===== src/rtl/ps2_voice_decoder.sv =====
// Polyphonic PS/2 key decoder: scancodes -> note-on/off events in a FWFT FIFO plus octave/ADSR controls.
// State updates one cycle after a strobe; events stall on evt_ready, a push into a full FIFO is dropped and flagged.
module ps2_voice_decoder #(
    parameter int VOICES      = 4,
    parameter int OCT_BITS    = 3,
    parameter int OCT_DEFAULT = 4,
    parameter int OCT_MAX     = 7,
    parameter int FIFO_DEPTH  = 4,
    localparam int VW = (VOICES > 1) ? $clog2(VOICES) : 1
) (
    input  logic                CLOCK_50,
    input  logic                resetn,
    input  logic                ps2_byte_valid,
    input  logic [7:0]          ps2_byte,
    output logic                evt_valid,
    input  logic                evt_ready,
    output logic                evt_on,
    output logic [3:0]          evt_note,
    output logic [OCT_BITS-1:0] evt_octave,
    output logic [VW-1:0]       evt_voice,
    output logic [11:0]         held_mask,
    output logic [OCT_BITS-1:0] octave,
    output logic [2:0]          adsr_sel,
    output logic                adsr_inc,
    output logic                adsr_dec,
    output logic                overflow
);
    localparam int AW = (FIFO_DEPTH > 1) ? $clog2(FIFO_DEPTH) : 1;
    localparam logic [1:0] S_IDLE      = 2'd0;
    localparam logic [1:0] S_BREAK     = 2'd1;
    localparam logic [1:0] S_EXT       = 2'd2;
    localparam logic [1:0] S_EXT_BREAK = 2'd3;

    typedef struct packed {
        logic                on;
        logic [3:0]          note;
        logic [OCT_BITS-1:0] oct;
        logic [VW-1:0]       voice;
    } evt_t;

    logic [1:0]          state_q, state_d;
    logic [VOICES-1:0]   used_q, used_d;
    logic [3:0]          vnote_q [VOICES];
    logic [3:0]          vnote_d [VOICES];
    logic [OCT_BITS-1:0] voct_q  [VOICES];
    logic [OCT_BITS-1:0] voct_d  [VOICES];
    logic [11:0]         held_q, held_d;
    logic [OCT_BITS-1:0] oct_q, oct_d;
    logic [2:0]          sel_q, sel_d;
    logic                inc_q, inc_d, dec_q, dec_d, ovf_q, ovf_d;
    evt_t                mem_q [FIFO_DEPTH];
    logic [AW-1:0]       wr_q, rd_q;
    logic [AW:0]         cnt_q;
    logic                push, push_ok, pop;
    evt_t                push_evt, head;
    logic [4:0]          key;
    logic                free_vld, hit_vld;
    logic [VW-1:0]       free_idx, hit_idx;

    // {is_note, semitone}
    function automatic logic [4:0] note_of(input logic [7:0] b);
        case (b)
            8'h1C: return {1'b1, 4'd0};
            8'h1D: return {1'b1, 4'd1};
            8'h1B: return {1'b1, 4'd2};
            8'h24: return {1'b1, 4'd3};
            8'h23: return {1'b1, 4'd4};
            8'h2B: return {1'b1, 4'd5};
            8'h2C: return {1'b1, 4'd6};
            8'h34: return {1'b1, 4'd7};
            8'h35: return {1'b1, 4'd8};
            8'h33: return {1'b1, 4'd9};
            8'h3C: return {1'b1, 4'd10};
            8'h3B: return {1'b1, 4'd11};
            default: return 5'd0;
        endcase
    endfunction

    assign key     = note_of(ps2_byte);
    assign pop     = (cnt_q != '0) && evt_ready;
    // A simultaneous pop frees the slot, so a full FIFO still accepts the push.
    assign push_ok = (cnt_q != (AW+1)'(FIFO_DEPTH)) || pop;

    always_comb begin
        free_vld = 1'b0;
        free_idx = '0;
        hit_vld  = 1'b0;
        hit_idx  = '0;
        for (int i = VOICES - 1; i >= 0; i--) begin
            if (!used_q[i]) begin
                free_vld = 1'b1;
                free_idx = VW'(i);
            end
            if (used_q[i] && vnote_q[i] == key[3:0]) begin
                hit_vld = 1'b1;
                hit_idx = VW'(i);
            end
        end
    end

    always_comb begin
        state_d  = state_q;
        used_d   = used_q;
        vnote_d  = vnote_q;
        voct_d   = voct_q;
        held_d   = held_q;
        oct_d    = oct_q;
        sel_d    = sel_q;
        inc_d    = 1'b0;
        dec_d    = 1'b0;
        push     = 1'b0;
        push_evt = '0;
        if (ps2_byte_valid) begin
            case (state_q)
                S_IDLE: begin
                    if (ps2_byte == 8'hF0) begin
                        state_d = S_BREAK;
                    end else if (ps2_byte == 8'hE0) begin
                        state_d = S_EXT;
                    end else if (key[4]) begin
                        if (!held_q[key[3:0]] && free_vld) begin
                            push           = 1'b1;
                            push_evt.on    = 1'b1;
                            push_evt.note  = key[3:0];
                            push_evt.oct   = oct_q;
                            push_evt.voice = free_idx;
                            // A dropped note-on must not leave a silent voice allocated.
                            if (push_ok) begin
                                used_d[free_idx]  = 1'b1;
                                vnote_d[free_idx] = key[3:0];
                                voct_d[free_idx]  = oct_q;
                                held_d[key[3:0]]  = 1'b1;
                            end
                        end
                    end else begin
                        case (ps2_byte)
                            8'h1A: if (oct_q != '0) oct_d = oct_q - 1'b1;
                            8'h22: if (oct_q != OCT_BITS'(OCT_MAX)) oct_d = oct_q + 1'b1;
                            8'h16: sel_d = 3'd0;
                            8'h1E: sel_d = 3'd1;
                            8'h26: sel_d = 3'd2;
                            8'h25: sel_d = 3'd3;
                            8'h2E: sel_d = 3'd4;
                            8'h21: dec_d = 1'b1;
                            8'h2A: inc_d = 1'b1;
                            default: ;
                        endcase
                    end
                end
                S_BREAK: begin
                    if (ps2_byte != 8'hF0) begin
                        state_d = S_IDLE;
                        if (key[4] && hit_vld) begin
                            push             = 1'b1;
                            push_evt.on      = 1'b0;
                            push_evt.note    = key[3:0];
                            push_evt.oct     = voct_q[hit_idx];
                            push_evt.voice   = hit_idx;
                            used_d[hit_idx]  = 1'b0;
                            held_d[key[3:0]] = 1'b0;
                        end
                    end
                end
                S_EXT:   state_d = (ps2_byte == 8'hF0) ? S_EXT_BREAK : S_IDLE;
                default: state_d = S_IDLE;
            endcase
        end
        ovf_d = ovf_q | (push & ~push_ok);
    end

    always_ff @(posedge CLOCK_50 or negedge resetn) begin
        if (!resetn) begin
            state_q <= S_IDLE;
            used_q  <= '0;
            held_q  <= '0;
            oct_q   <= OCT_BITS'(OCT_DEFAULT);
            sel_q   <= '0;
            inc_q   <= 1'b0;
            dec_q   <= 1'b0;
            ovf_q   <= 1'b0;
            wr_q    <= '0;
            rd_q    <= '0;
            cnt_q   <= '0;
            for (int i = 0; i < VOICES; i++) begin
                vnote_q[i] <= '0;
                voct_q[i]  <= '0;
            end
        end else begin
            state_q <= state_d;
            used_q  <= used_d;
            vnote_q <= vnote_d;
            voct_q  <= voct_d;
            held_q  <= held_d;
            oct_q   <= oct_d;
            sel_q   <= sel_d;
            inc_q   <= inc_d;
            dec_q   <= dec_d;
            ovf_q   <= ovf_d;
            if (push && push_ok) wr_q <= wr_q + 1'b1;
            if (pop)             rd_q <= rd_q + 1'b1;
            case ({push && push_ok, pop})
                2'b10:   cnt_q <= cnt_q + 1'b1;
                2'b01:   cnt_q <= cnt_q - 1'b1;
                default: cnt_q <= cnt_q;
            endcase
        end
    end

    always_ff @(posedge CLOCK_50) begin
        if (push && push_ok) mem_q[wr_q] <= push_evt;
    end

    assign evt_valid  = (cnt_q != '0);
    assign head       = evt_valid ? mem_q[rd_q] : '0;
    assign evt_on     = head.on;
    assign evt_note   = head.note;
    assign evt_octave = head.oct;
    assign evt_voice  = head.voice;
    assign held_mask  = held_q;
    assign octave     = oct_q;
    assign adsr_sel   = sel_q;
    assign adsr_inc   = inc_q;
    assign adsr_dec   = dec_q;
    assign overflow   = ovf_q;
endmodule


===== config.mk =====
export PLATFORM = sky130hd
export DESIGN_NAME = ps2_voice_decoder
export DESIGN_NICKNAME = d
export VERILOG_FILES = /design/src/rtl/ps2_voice_decoder.sv
export SDC_FILE = /design/constraint.sdc
export NUM_CORES = 1
export LEC_CHECK = 0
export BUFFER_PORTS_ARGS = -buffer_cell sky130_fd_sc_hd__buf_2
export CORE_MARGIN = 10
export CORE_UTILIZATION = 47
export CTS_CLUSTER_DIAMETER = 80
export DETAILED_ROUTE_END_ITERATION = 10
export PLACE_DENSITY = 0.66
export SLEW_MARGIN = 25
export SYNTH_ARGS = -nofsm -noshare
export SYNTH_HDL_FRONTEND = slang
export SYNTH_SLANG_ARGS = --single-unit

===== constraint.sdc =====
create_clock -name CLOCK_50 -period 5.5 [get_ports CLOCK_50]
set_input_delay 0.55 -clock CLOCK_50 [delete_from_list [all_inputs] [get_ports CLOCK_50]]
set_output_delay 0.55 -clock CLOCK_50 [all_outputs]
set_load 0.05 [all_outputs]

Word-level counts from Yosys, hierarchy flattened
Memories as Yosys holds them, arrays and structs flattened.
Cells that the tools add are included.
- register bits after elaboration: 62
- RAM bits: 40
- input bits: 12
- output and inout bits: 32
- logic and storage cells: 210
- memories: 1
- add/subtract/negate cells: 6
- magnitude comparators: 9
- equality and inequality tests: 44
- muxes and demuxes: 91
- bitwise gates (word level): 14
- reduce and logical (&&, ||, !) cells: 26
- memory list (memory ; words ; width ; read ports ; clocked after Yosys merged registers in ; write ports ; RTL line ; source):
    mem_q ; 4 ; 10 ; 1 ; 0 ; 1 ; 51 ; evt_t mem_q [FIFO_DEPTH];
- operators with widths (cell ; count):
    8-bit by 6-bit == test with 1-bit output, second input constant ; 15
    12-bit two-way mux ; 7
    10-bit two-way mux ; 6
    5-bit one-hot mux with 12 select lines ; 1
    8-bit by 5-bit == test with 1-bit output, second input constant ; 6
    1-bit two-way mux ; 33
    4-bit two-way mux ; 8
    2-bit two-way mux ; 12
    12-bit one-hot mux with 2 select lines ; 1
    10-bit one-hot mux with 2 select lines ; 1
    9-bit two-way mux ; 2
    2-bit != test, second input constant ; 9
    16-bit bitwise mux ; 1
    4-bit == test ; 4
    8-bit == test, second input constant ; 2
    3-bit two-way mux ; 5
    3-bit one-hot mux with 5 select lines ; 1
    12-bit bitwise AND ; 1
    12-bit bitwise mux ; 1
    1-bit logical AND ; 12
    12-bit inverter ; 1
    12-bit OR ; 1
    3-bit one-hot mux with 2 select lines ; 2
    3-bit != test, second input constant ; 3
    other kinds (39) ; 55

Depth between registers and ports, before layout
- depth after elaboration: 17
- depth in mapped cells: 17
- gate-level depth less buffers: 14

Worst setup path after synthesis
Ideal clock, no wire load.
- path type: input-to-reg
- start: in ps2_byte[3]
- end: reg cnt_q[2]
- setup time: 0.125 ns
- arrival time: 3.698 ns
- data required time: 5.375 ns
- slack: 1.677 ns
- stages on the path: 14
- buffers on the path: 0
- cell sequence: or4b_4 a221oi_4 nor2_1 xnor2_1 or4_1 a41oi_1 a41o_1 inv_1 ha_1 inv_1 fa_1 xor2_1 nor2_1 xor2_1
- cells in the longest elaborated chain, start to end: 16
- elaborated cells on any way between the ends: 46
- those cells by class: eq/ne: 21; mux: 16; reduce/logical: 9
- RTL lines (what ; RTL line ; source):
    start, declared ; 14 ; input logic [7:0] ps2_byte,
    branches (longest 11 deep; another with 5-bit one-hot mux with 12 select lines) ; -- ;
    1-bit one-hot mux with 2 select lines * ; 114 ; case (state_q)
    1-bit two-way mux * ; 113 ; if (ps2_byte_valid) begin
    1-bit logical AND * ; 201 ; case ({push && push_ok, pop})
    2-bit by 1-bit == test with 1-bit output or 2-bit == test (tied branches) ; 201 ;
    3-bit one-hot mux with 2 select lines or 2-bit nonzero test (tied branches) ; -- ;
    end signal, assigned ; 202 ; 2'b10: cnt_q <= cnt_q + 1'b1;
    end signal, assigned ; 203 ; 2'b01: cnt_q <= cnt_q - 1'b1;
    end signal, assigned ; 204 ; default: cnt_q <= cnt_q;
    end, declared ; 53 ; logic [AW:0] cnt_q;
Mark *: on every way between the ends. The select of a mux whose other input is x is not followed.
A chain may end at the register's enable or synchronous reset.

Worst setup path in the final report
- start: in ps2_byte[2]
- end: reg cnt_q[2]
The elaborated chain is that of the path after synthesis.

==> out/metrics.csv <==
metric,value,unit
critPathArrivalTime,4.36,ns
finalCritPeriodShare,0.7433,
crit_fanout,14,
n_antenna_cell,0,
netlist_area,5419,sq um
clk_latency,0.34,ns
finClkSkew,0.009618,ns
htree_levels,3,
r2r_setup_slack,2.21,ns
die_x,127.4,um
holdBufCountCts,0,
grt_pass1_wl,19590,um
clkTransAtPathRegs,0.07,ns
slew_headroom,0.3936,
ys_ff_latch,102,
wl_per_cell,19.21,um
die-area,16220,sq um
synth-async-reset-ratio,0.6078,
final_common_cell,dfrtp_1,
peakVddDrop,0.2327,mV
postCtsResizedCells,0,
cts.sinks,102,
yosysSeqAreaShare,0.5082,
port_buffers,43,
drtAntennaViolNets,0,
synth_edf_count,40,
synth.area.top_cells,"dfrtp_1, edfxtp_1, mux2_2",
min_path_type,in -> async,
hpwl,9001,um
numCtsBuffers,9,
vias,3677,
synth_cells,445,
gp_congestion,0.8929,
grt_pass1_vias,3596,
start_kind,input pin,
fin_nets,500,
post_cts_buffers,0,
reg2reg_depth,14,
cts_tree,built,
worstSetupEndpointType,register,
final-hold-violation-count,0,
worst_slew_pin_slew,0.9097,ns
synth_ff_type,dfrtp_1,
routed_wirelength,12080,um
grt_util_all_layers,0.1497,
synthDistinctLibCells,70,
finalSetupViolations,0,
layout-drive-gt1-share,0.2737,
syn_avg_cell_area,12.18,sq um
drt_first_iter_violations,395,
grt_max_degree,63,
yosysTopAreaCellShare,0.2817,
clock_tree.buffer_depth,2,
fillCellCount,992,
p_leak,0.002606,uW
max_cap_violations,0,
die_y,127.4,um
final_core_util,0.5302,
core,11370,sq um
row_count,39,
yosysTopAreaCell,dfrtp_1,
gr-total-overflow,0,
cp.required,5.77,ns
syn2layout_area_growth,11.24,%
yosysWarnings,0,
final_cell_mix,"dfrtp_1, buf_2, edfxtp_1",
status,completed,
dr.pass1.iters,5,
power_density,293.1,nW/um^2
start_util,0.4766,
clockRootBuffer,clkbuf_16,
fmax,244.6,MHz
antenna_found_initial,0,
io_pins,44,
min_period,4.088,ns
drv_slew,0,
synthesis.nets,464,
rsz0062_at_grt,no,
reg2reg_to,cnt_q[2],
setup_tns,0,ns
crit_type,in -> reg,
viasPerCell,5.846,
route.detailed.drc,0,
## power by group
| part | internal [uW] | total [uW] | switching [uW] |
|---|---|---|---|
| Clock | 316 | 605 | 289 |
| Combinational | 113 | 282 | 170 |
| Sequential | 816 | 879 | 63.2 |
| Total | 1240 | 1770 | 522 |
## worst max-delay path, stage by stage
cell and delay, ns:
buf_2 0.20, and3b_1 0.31, a22oi_1 0.77, nand2_1 0.12, a311oi_1 0.64, nor4_4 0.15, and2_1 0.19, a41o_1 0.29
inv_1 0.09, ha_1 0.17, inv_1 0.06, fa_1 0.38, xor2_1 0.15, nor2_1 0.11, xor2_1 0.16
## synthesized netlist by cell type (10+ instances only)
| cell | instances |
|---|---|
| a21oi_1 | 14 |
| nand3_1 | 10 |
| edfxtp_1 | 40 |
| o21ai_0 | 13 |
| nand2_1 | 23 |
| clkbuf_1 | 13 |
| and2_1 | 25 |
| o211ai_1 | 10 |
| xnor2_1 | 20 |
| mux2_2 | 36 |
| inv_1 | 18 |
| nor2_1 | 19 |
| dfrtp_1 | 61 |
| mux4_2 | 10 |
## kinds of logic after synthesis
logic type	after synthesis	share of synthesized area
AND/OR/NAND/NOR	138	0.1540
flip-flops	102	0.5082
AO/OA/AOI/OAI	81	0.1155
multiplexers	53	0.1321
buffers and inverters	39	0.03094
XOR/XNOR	25	0.04041
adder cells (fa/ha/maj)	7	0.01893
## layout make-up
| cell class | count | area (sq um) | area share |
|---|---|---|---|
| Clock inverter | 6 | 56.30 | 0.009340 |
| Inverter | 18 | 67.56 | 0.01121 |
| Multi-Input combinational cell | 304 | 2505 | 0.4155 |
| Tap cell | 143 | 178.9 | 0.02968 |
| Clock buffer | 10 | 229.0 | 0.03798 |
| Sequential cell | 102 | 2754 | 0.4568 |
| Timing Repair Buffer | 46 | 237.7 | 0.03944 |
## per-layer routing
| metal | track usage | up-vias | wire [um] |
|---|---|---|---|
| li1 | - | 1747 | - |
| met1 | 0.2010 | 1839 | 5547 |
| met2 | 0.2390 | 89 | 5939 |
| met3 | 0.03557 | 2 | 551 |
| met4 | 0.03617 | 0 | 45 |
| met5 | 0 | - | 0 |
## worst max-delay path by stage
stage / slack [ns] / start / depth (start not counted) / end
floorplan: 1.68 / ps2_byte[3] / 14 / cnt_q[2]
global placement: 1.14 / ps2_byte[2] / 15 / cnt_q[2]
detailed placement: 1.09 / ps2_byte[2] / 15 / cnt_q[2]
CTS: 1.45 / ps2_byte[2] / 15 / cnt_q[2]
global route: 1.16 / ps2_byte[2] / 15 / cnt_q[2]
finish: 1.41 / ps2_byte[2] / 15 / cnt_q[2]
## per-stage QoR
stage                     hold WS (ns)  setup slack [ns]  instance area [sq um]  instances  power [uW]
after floorplan                 0.2544             1.677                   5419        445        1105
after global placement          0.4666             1.138                   5743        613        1178
after detailed placement        0.4815             1.092                   5743        613        1186
after CTS                       0.4054             1.453                   6028        629        1795
after global routing            0.4433             1.158                   6028        629        1858
final                           0.3838             1.412                   6028        629        1767
Note: power is estimated with default switching activity, not from simulation.
